### src/rtl/quant_sched.sv
// quant_sched: block scheduler for the JPEG quantization stage.
// Accepts 8x8 blocks from the DCT, walks each 4:2:0 MCU as Y0..Y3, Cb, Cr.
// Every block gets one 16-cycle table window followed by a 1-cycle gap.
// MCUs are counted until the latched frame total is reached.
module quant_sched #(
  parameter int MCU_W = 12
) (
  input  logic             clk,
  input  logic             nrst,
  input  logic             start,
  input  logic             abort,
  input  logic [MCU_W-1:0] mcu_total,
  input  logic             blk_valid,
  output logic             blk_ready,
  input  logic             zz_free,
  output logic             enable_quant,
  output logic             enable_y,
  output logic             enable_cb,
  output logic             enable_cr,
  output logic             rows_active,
  output logic [2:0]       blk_idx,
  output logic [MCU_W-1:0] mcu_cnt,
  output logic             busy,
  output logic             frame_done
);

  typedef enum logic [2:0] {
    S_IDLE  = 3'd0,
    S_WAIT  = 3'd1,
    S_QUANT = 3'd2,
    S_GAP   = 3'd3,
    S_DONE  = 3'd4
  } state_t;

  state_t           state_q, state_d;
  logic [3:0]       win_q, win_d;
  logic [2:0]       blk_idx_q, blk_idx_d;
  logic [MCU_W-1:0] mcu_cnt_q, mcu_cnt_d;
  logic [MCU_W-1:0] total_q, total_d;
  logic [MCU_W-1:0] mcu_cnt_inc_s;

  // Incremented MCU count, full width; a frame never reaches the wrap point
  // because the compare against the latched total stops it first.
  assign mcu_cnt_inc_s = mcu_cnt_q + {{(MCU_W-1){1'b0}}, 1'b1};

  // State and datapath registers with synchronous active-low reset.
  always_ff @(posedge clk) begin
    if (!nrst) begin
      state_q   <= S_IDLE;
      win_q     <= 4'd0;
      blk_idx_q <= 3'd0;
      mcu_cnt_q <= {MCU_W{1'b0}};
      total_q   <= {MCU_W{1'b0}};
    end else begin
      state_q   <= state_d;
      win_q     <= win_d;
      blk_idx_q <= blk_idx_d;
      mcu_cnt_q <= mcu_cnt_d;
      total_q   <= total_d;
    end
  end

  // Next-state logic: abort first, then the per-state walk through the MCU.
  always_comb begin
    state_d   = state_q;
    win_d     = win_q;
    blk_idx_d = blk_idx_q;
    mcu_cnt_d = mcu_cnt_q;
    total_d   = total_q;
    if (abort) begin
      // In IDLE an abort only suppresses a coincident start.
      if (state_q != S_IDLE) begin
        state_d   = S_IDLE;
        win_d     = 4'd0;
        blk_idx_d = 3'd0;
        mcu_cnt_d = {MCU_W{1'b0}};
      end else begin
        state_d = S_IDLE;
      end
    end else begin
      case (state_q)
        S_IDLE: begin
          if (start) begin
            total_d   = mcu_total;
            blk_idx_d = 3'd0;
            mcu_cnt_d = {MCU_W{1'b0}};
            state_d   = (mcu_total == {MCU_W{1'b0}}) ? S_DONE : S_WAIT;
          end else begin
            state_d = S_IDLE;
          end
        end
        S_WAIT: begin
          if (blk_valid && zz_free) begin
            state_d = S_QUANT;
            win_d   = 4'd0;
          end else begin
            state_d = S_WAIT;
          end
        end
        S_QUANT: begin
          if (win_q == 4'd15) begin
            state_d = S_GAP;
          end else begin
            win_d = win_q + 4'd1;
          end
        end
        S_GAP: begin
          if (blk_idx_q == 3'd5) begin
            blk_idx_d = 3'd0;
            mcu_cnt_d = mcu_cnt_inc_s;
            state_d   = (mcu_cnt_inc_s == total_q) ? S_DONE : S_WAIT;
          end else begin
            blk_idx_d = blk_idx_q + 3'd1;
            state_d   = S_WAIT;
          end
        end
        S_DONE: begin
          state_d = S_IDLE;
        end
        default: begin
          state_d = S_IDLE;
        end
      endcase
    end
  end

  // Moore decode of the registered state; only blk_ready also sees zz_free.
  assign busy         = (state_q != S_IDLE);
  assign frame_done   = (state_q == S_DONE);
  assign blk_ready    = (state_q == S_WAIT) && zz_free;
  assign enable_quant = (state_q == S_QUANT);
  assign enable_y     = enable_quant && (blk_idx_q < 3'd4);
  assign enable_cb    = enable_quant && (blk_idx_q == 3'd4);
  assign enable_cr    = enable_quant && (blk_idx_q == 3'd5);
  assign rows_active  = enable_quant && win_q[3];
  assign blk_idx      = blk_idx_q;
  assign mcu_cnt      = mcu_cnt_q;

endmodule

### config.mk
export PLATFORM = sky130hd
export DESIGN_NAME = quant_sched
export DESIGN_NICKNAME = d
export VERILOG_FILES = /design/src/rtl/quant_sched.sv
export SDC_FILE = /design/constraint.sdc
export NUM_CORES = 1
export LEC_CHECK = 0
export BUFFER_PORTS_ARGS = -buffer_cell sky130_fd_sc_hd__buf_2
export CORE_MARGIN = 1.5
export CORE_UTILIZATION = 52
export CTS_BUF_LIST = sky130_fd_sc_hd__clkbuf_4
export DETAILED_ROUTE_END_ITERATION = 8
export GPL_ROUTABILITY_DRIVEN = 0
export HOLD_SLACK_MARGIN = 0.1
export PLACE_DENSITY = 0.79
export SETUP_SLACK_MARGIN = 0.2
export SYNTH_ARGS = -nofsm -noshare
export SYNTH_HDL_FRONTEND = slang
export SYNTH_SLANG_ARGS = --single-unit
### constraint.sdc
create_clock -name clk -period 2.2 [get_ports clk]
set_input_delay 0.44 -clock clk [delete_from_list [all_inputs] [get_ports clk]]
set_output_delay 0.44 -clock clk [all_outputs]
set_load 0.01 [all_outputs]
==> report_table.html <==
<table>
<tr><th>Metric</th><th>Value</th></tr>
<tr><th colspan="2">Run status</th></tr>
<tr><td>Status</td><td>complete, no violations</td></tr>
<tr><th colspan="2">Hold path</th></tr>
<tr><td>Hold Path Stages</td><td>3</td></tr>
<tr><td>Class of the worst hold path</td><td>input pin to register</td></tr>
<tr><th colspan="2">GRT</th></tr>
<tr><td>Global Route Usage Sum</td><td>23.57%</td></tr>
<tr><td>Grt total ovfl</td><td>0</td></tr>
<tr><td>Number of global-route vias before repair</td><td>1,762</td></tr>
<tr><td>Largest net degree at the start of global routing</td><td>34</td></tr>
<tr><td>Global-route wire length before repair</td><td>8017 um</td></tr>
<tr><td>Number of antenna violations at the first check in global routing</td><td>0</td></tr>
<tr><th colspan="2">Cells and area</th></tr>
<tr><td>Synth-to-layout area growth</td><td>19.47%</td></tr>
<tr><td>Nets</td><td>325</td></tr>
<tr><td>ANT cells</td><td>0</td></tr>
<tr><td>Share of layout cells above drive strength 1</td><td>28.43%</td></tr>
<tr><td>Total of fill cells in the finished design</td><td>322</td></tr>
<tr><td>Footprint of the multi-input gates</td><td>1381 um2</td></tr>
<tr><td>Area occupied by registers</td><td>699.4 um2</td></tr>
<tr><th colspan="2">Clock tree</th></tr>
<tr><td>Clock slew at the register clock pins of the worst setup and hold paths</td><td>0.10 ns</td></tr>
<tr><td>Latest clock arrival within the worst-skew pair</td><td>0.34 ns</td></tr>
<tr><td>Longest Clk Path Bufs</td><td>2</td></tr>
<tr><td>CTS H-Tree Depth</td><td>2</td></tr>
<tr><td>CTS Root Buffer Type</td><td>sky130_fd_sc_hd__clkbuf_4</td></tr>
<tr><td>TritonCTS clock tree</td><td>built</td></tr>
<tr><td>Number of buffers inserted for hold repair after clock tree synthesis</td><td>0</td></tr>
<tr><td>Total clock buffers created by CTS</td><td>5</td></tr>
<tr><td>Sink Count</td><td>34</td></tr>
<tr><th colspan="2">Critical path</th></tr>
<tr><td>Peak per-stage delay on the critical path</td><td>0.43 ns</td></tr>
<tr><td>Critical path cell sequence</td><td>ha_4 &gt; or3b_4 &gt; a211oi_2 &gt; o32ai_1 &gt; or4_4 &gt; o31ai_2 &gt; a21oi_1</td></tr>
<tr><td>Critical path arrival</td><td>2.28 ns</td></tr>
<tr><td>Largest driver fanout on the critical path</td><td>5</td></tr>
<tr><td>Kind of end point of the critical path</td><td>register</td></tr>
<tr><td>Required arrival time at the worst endpoint</td><td>2.43 ns</td></tr>
<tr><td>Path depth of the worst reg2reg path</td><td>7</td></tr>
<tr><td>Worst Path Class, Setup</td><td>register to register</td></tr>
<tr><td>CP startpoint kind</td><td>register</td></tr>
<tr><td>Highest-delay cell along the critical path</td><td>sky130_fd_sc_hd__or4_4</td></tr>
<tr><th colspan="2">Die</th></tr>
<tr><td>Std-Cell Rows</td><td>22</td></tr>
<tr><td>Vertical extent of the die</td><td>66.47 um</td></tr>
<tr><td>Effective utilization at floorplan</td><td>55.54%</td></tr>
<tr><td>X dimension of the die</td><td>66.47 um</td></tr>
<tr><td>Number of placed I/O pins</td><td>41</td></tr>
<tr><td>Core Footprint</td><td>3771 um2</td></tr>
<tr><td>Die ar.</td><td>4418 um2</td></tr>
<tr><th colspan="2">Synthesis</th></tr>
<tr><td>Most used DFF post-synth</td><td>sky130_fd_sc_hd__dfxtp_1</td></tr>
<tr><td>Sequential-to-total area share from yosys stat</td><td>32.50%</td></tr>
<tr><td>Count of distinct cell types in the synthesized netlist</td><td>52</td></tr>
<tr><td>Synth Cell Area</td><td>2095 um2</td></tr>
<tr><td>Number of enable-type register cells in the synthesized netlist</td><td>0</td></tr>
<tr><td>Per-instance average area after synthesis</td><td>8.056 um2</td></tr>
<tr><td>Number of nets produced by synthesis</td><td>280</td></tr>
<tr><td>Async SR Flop Fraction</td><td>0%</td></tr>
<tr><td>Yosys warns</td><td>0</td></tr>
<tr><td>Number of cells produced by synthesis</td><td>260</td></tr>
<tr><td>Post-synthesis sequential element count</td><td>34</td></tr>
<tr><th colspan="2">STA</th></tr>
<tr><td>Final hold violation count</td><td>0</td></tr>
<tr><td>Skew final</td><td>0.007728 ns</td></tr>
<tr><td>Post-layout worst setup margin</td><td>0.1535 ns</td></tr>
<tr><td>Time the final worst path needs with I/O delays and setup</td><td>2.047 ns</td></tr>
<tr><td>Relative slew slack</td><td>68.21%</td></tr>
<tr><td>Setup total negative slack</td><td>0 ns</td></tr>
<tr><td>Achievable frequency</td><td>488.6 MHz</td></tr>
<tr><td>Slew @ Worst Pin</td><td>0.4725 ns</td></tr>
<tr><td>Final period util</td><td>93.02%</td></tr>
<tr><td>Endpoints failing setup</td><td>0</td></tr>
<tr><td>Worst slack on hold paths</td><td>0.3774 ns</td></tr>
<tr><td>Setup repair after global routing missed its margin</td><td>true</td></tr>
<tr><td>Max-slew violation count</td><td>0</td></tr>
<tr><th colspan="2">Route</th></tr>
<tr><td>Remaining DRCs</td><td>0</td></tr>
<tr><td>Iteration-0 DRC Markers</td><td>118</td></tr>
<tr><td>Routed vias</td><td>2,047</td></tr>
<tr><td>TritonRoute pass-1 iters</td><td>4</td></tr>
<tr><td>Mean routed wirelength per cell</td><td>14.38 um</td></tr>
<tr><td>Total Wirelength</td><td>5091 um</td></tr>
<tr><td>Final antenna-violating net count</td><td>0</td></tr>
<tr><td>Number of vias per cell after detailed routing</td><td>5.782</td></tr>
<tr><th colspan="2">Placed design</th></tr>
<tr><td>Worst setup slack before clock tree synthesis</td><td>0.007994 ns</td></tr>
<tr><td>Hpwl dp</td><td>3566 um</td></tr>
<tr><td>PortBufs</td><td>40</td></tr>
<tr><th colspan="2">Power</th></tr>
<tr><td>Leak Pwr</td><td>1.031 nW</td></tr>
<tr><td>Pwr per Cell Area</td><td>437.6 nW/um2</td></tr>
<tr><td>Worst supply voltage drop on vdd</td><td>0.0003332 V</td></tr>
<tr><td>Total Power</td><td>1.095 mW</td></tr>
<tr><th colspan="2">Job</th></tr>
<tr><td>Max-cap violations</td><td>0</td></tr>
</table>
==> per-stage QoR <==
stage / area (um2) / utilization, % / cells
finish: 2502 / 66.36 / 354
global route: 2502 / 66.36 / 354
global placement: 2354 / 62.41 / 341
CTS: 2442 / 64.76 / 352
floorplan: 2115 / - / 260
detailed placement: 2354 / 62.41 / 341
==> worst max-delay path: cells and delay by family, from the launching register on <==
kind / cells / cell delay (ns)
AOI/OAI and AO/OA: 4 / 0.61
DFF: 1 / 0.38
and+or+nand+nor: 2 / 0.80
adders and majority gates: 1 / 0.15
==> cell usage after synthesis, drive strengths merged (4+ instances only) <==
library cell  number  share of area (%)
nor2b             21                6.3
mux2i             13                6.2
o21ai             21                5.0
xor2               7                2.9
clkbuf             8                1.4
a21boi            10                3.6
dfxtp             34                 32
nand3b             4                1.4
nor3               9                2.4
nor2              25                4.5
nand2             15                2.7
a31oi              5                1.5
inv                8                1.4
a21oi              8                1.9
nor4               6                2.1
buf                5                1.7
or3                6                1.8
nand3              8                1.9
==> layout make-up <==
| type | instances | area share, % |
|---|---|---|
| multi-input cells | 205 | 55.20 |
| flip-flops and latches | 34 | 27.95 |
| repair buffers | 51 | 11.30 |
| well taps | 48 | 2.400 |
| clock buffers | 5 | 1.500 |
| inverters | 8 | 1.200 |
| clock inverters | 3 | 0.4500 |
==> cells in the final DEF, fill, tap and decap left out, types with 4 or more instances in the layout <==
cell type	Yosys	layout
sky130_fd_sc_hd__buf_2	2	40
sky130_fd_sc_hd__dfxtp_1	34	27
sky130_fd_sc_hd__nor2_1	25	24
sky130_fd_sc_hd__nor2b_1	21	21
sky130_fd_sc_hd__o21ai_0	21	19
sky130_fd_sc_hd__nand2_1	15	15
sky130_fd_sc_hd__mux2i_1	13	13
sky130_fd_sc_hd__buf_4	2	11
sky130_fd_sc_hd__a21boi_0	9	9
sky130_fd_sc_hd__inv_1	8	8
sky130_fd_sc_hd__a21oi_1	8	8
sky130_fd_sc_hd__nor3_1	8	7
sky130_fd_sc_hd__nand3_1	8	7
sky130_fd_sc_hd__xor2_1	7	7
sky130_fd_sc_hd__or3_1	6	6
sky130_fd_sc_hd__a31oi_1	5	5
sky130_fd_sc_hd__clkbuf_4	0	5
sky130_fd_sc_hd__nand3b_1	4	4
sky130_fd_sc_hd__nor4_1	5	4
sky130_fd_sc_hd__dfxtp_4	0	4
==> metal layers <==
metal / track usage (%) / vias to the layer above / wire [um]
met2: 36.25 / 69 / 2281
met3: 5.574 / 7 / 326
met1: 32.26 / 956 / 2430
met4: 7.908 / 0 / 52
li1: - / 1015 / -
met5: 0 / - / 0
==> flip-flops by register name, summed over array words and instances (netlist names) <==
register	count
state_q	3
total_q	12
blk_idx	3
mcu_cnt	12
win_q	4
==> final timing paths <==
path,startpoint,endpoint,slack (ns)
setup / recovery,mcu_cnt[0]$_SDFFE_PN0P_,state_q[0]$_SDFFE_PP0P_,0.15
hold / removal,mcu_total[1],total_q[1]$_SDFFE_PN0P_,0.38
setup reg to reg,mcu_cnt[0]$_SDFFE_PN0P_,state_q[0]$_SDFFE_PP0P_,0.15
hold reg to reg,win_q[3]$_SDFFE_PN0P_,win_q[3]$_SDFFE_PN0P_,0.48
==> where the power goes <==
group | internal (mW) | switching (mW)
combinational | 0.0591 | 0.0694
clock | 0.114 | 0.216
sequential | 0.623 | 0.0137
==> logic make-up (layout without fill, tap and decap cells) <==
family / Yosys count / in the layout / share of synthesized area [%]
AOI/OAI and AO/OA: 57 / 57 / 17.68
xor gates and xnor gates: 10 / 10 / 4.182
adders and majority gates: 2 / 2 / 1.195
buffers and inverters: 21 / 67 / 4.600
DFF: 34 / 34 / 32.50
muxes: 14 / 14 / 6.750
and+or+nand+nor: 122 / 122 / 33.10
==> repair_timing <==
action,4_1_cts,5_1_grt
gates resized for setup,6,14
buffers inserted,3,2
pin swaps,6,1
setup endpoints to repair,7,11
No activity file was read; power rests on OpenSTA's default activity.
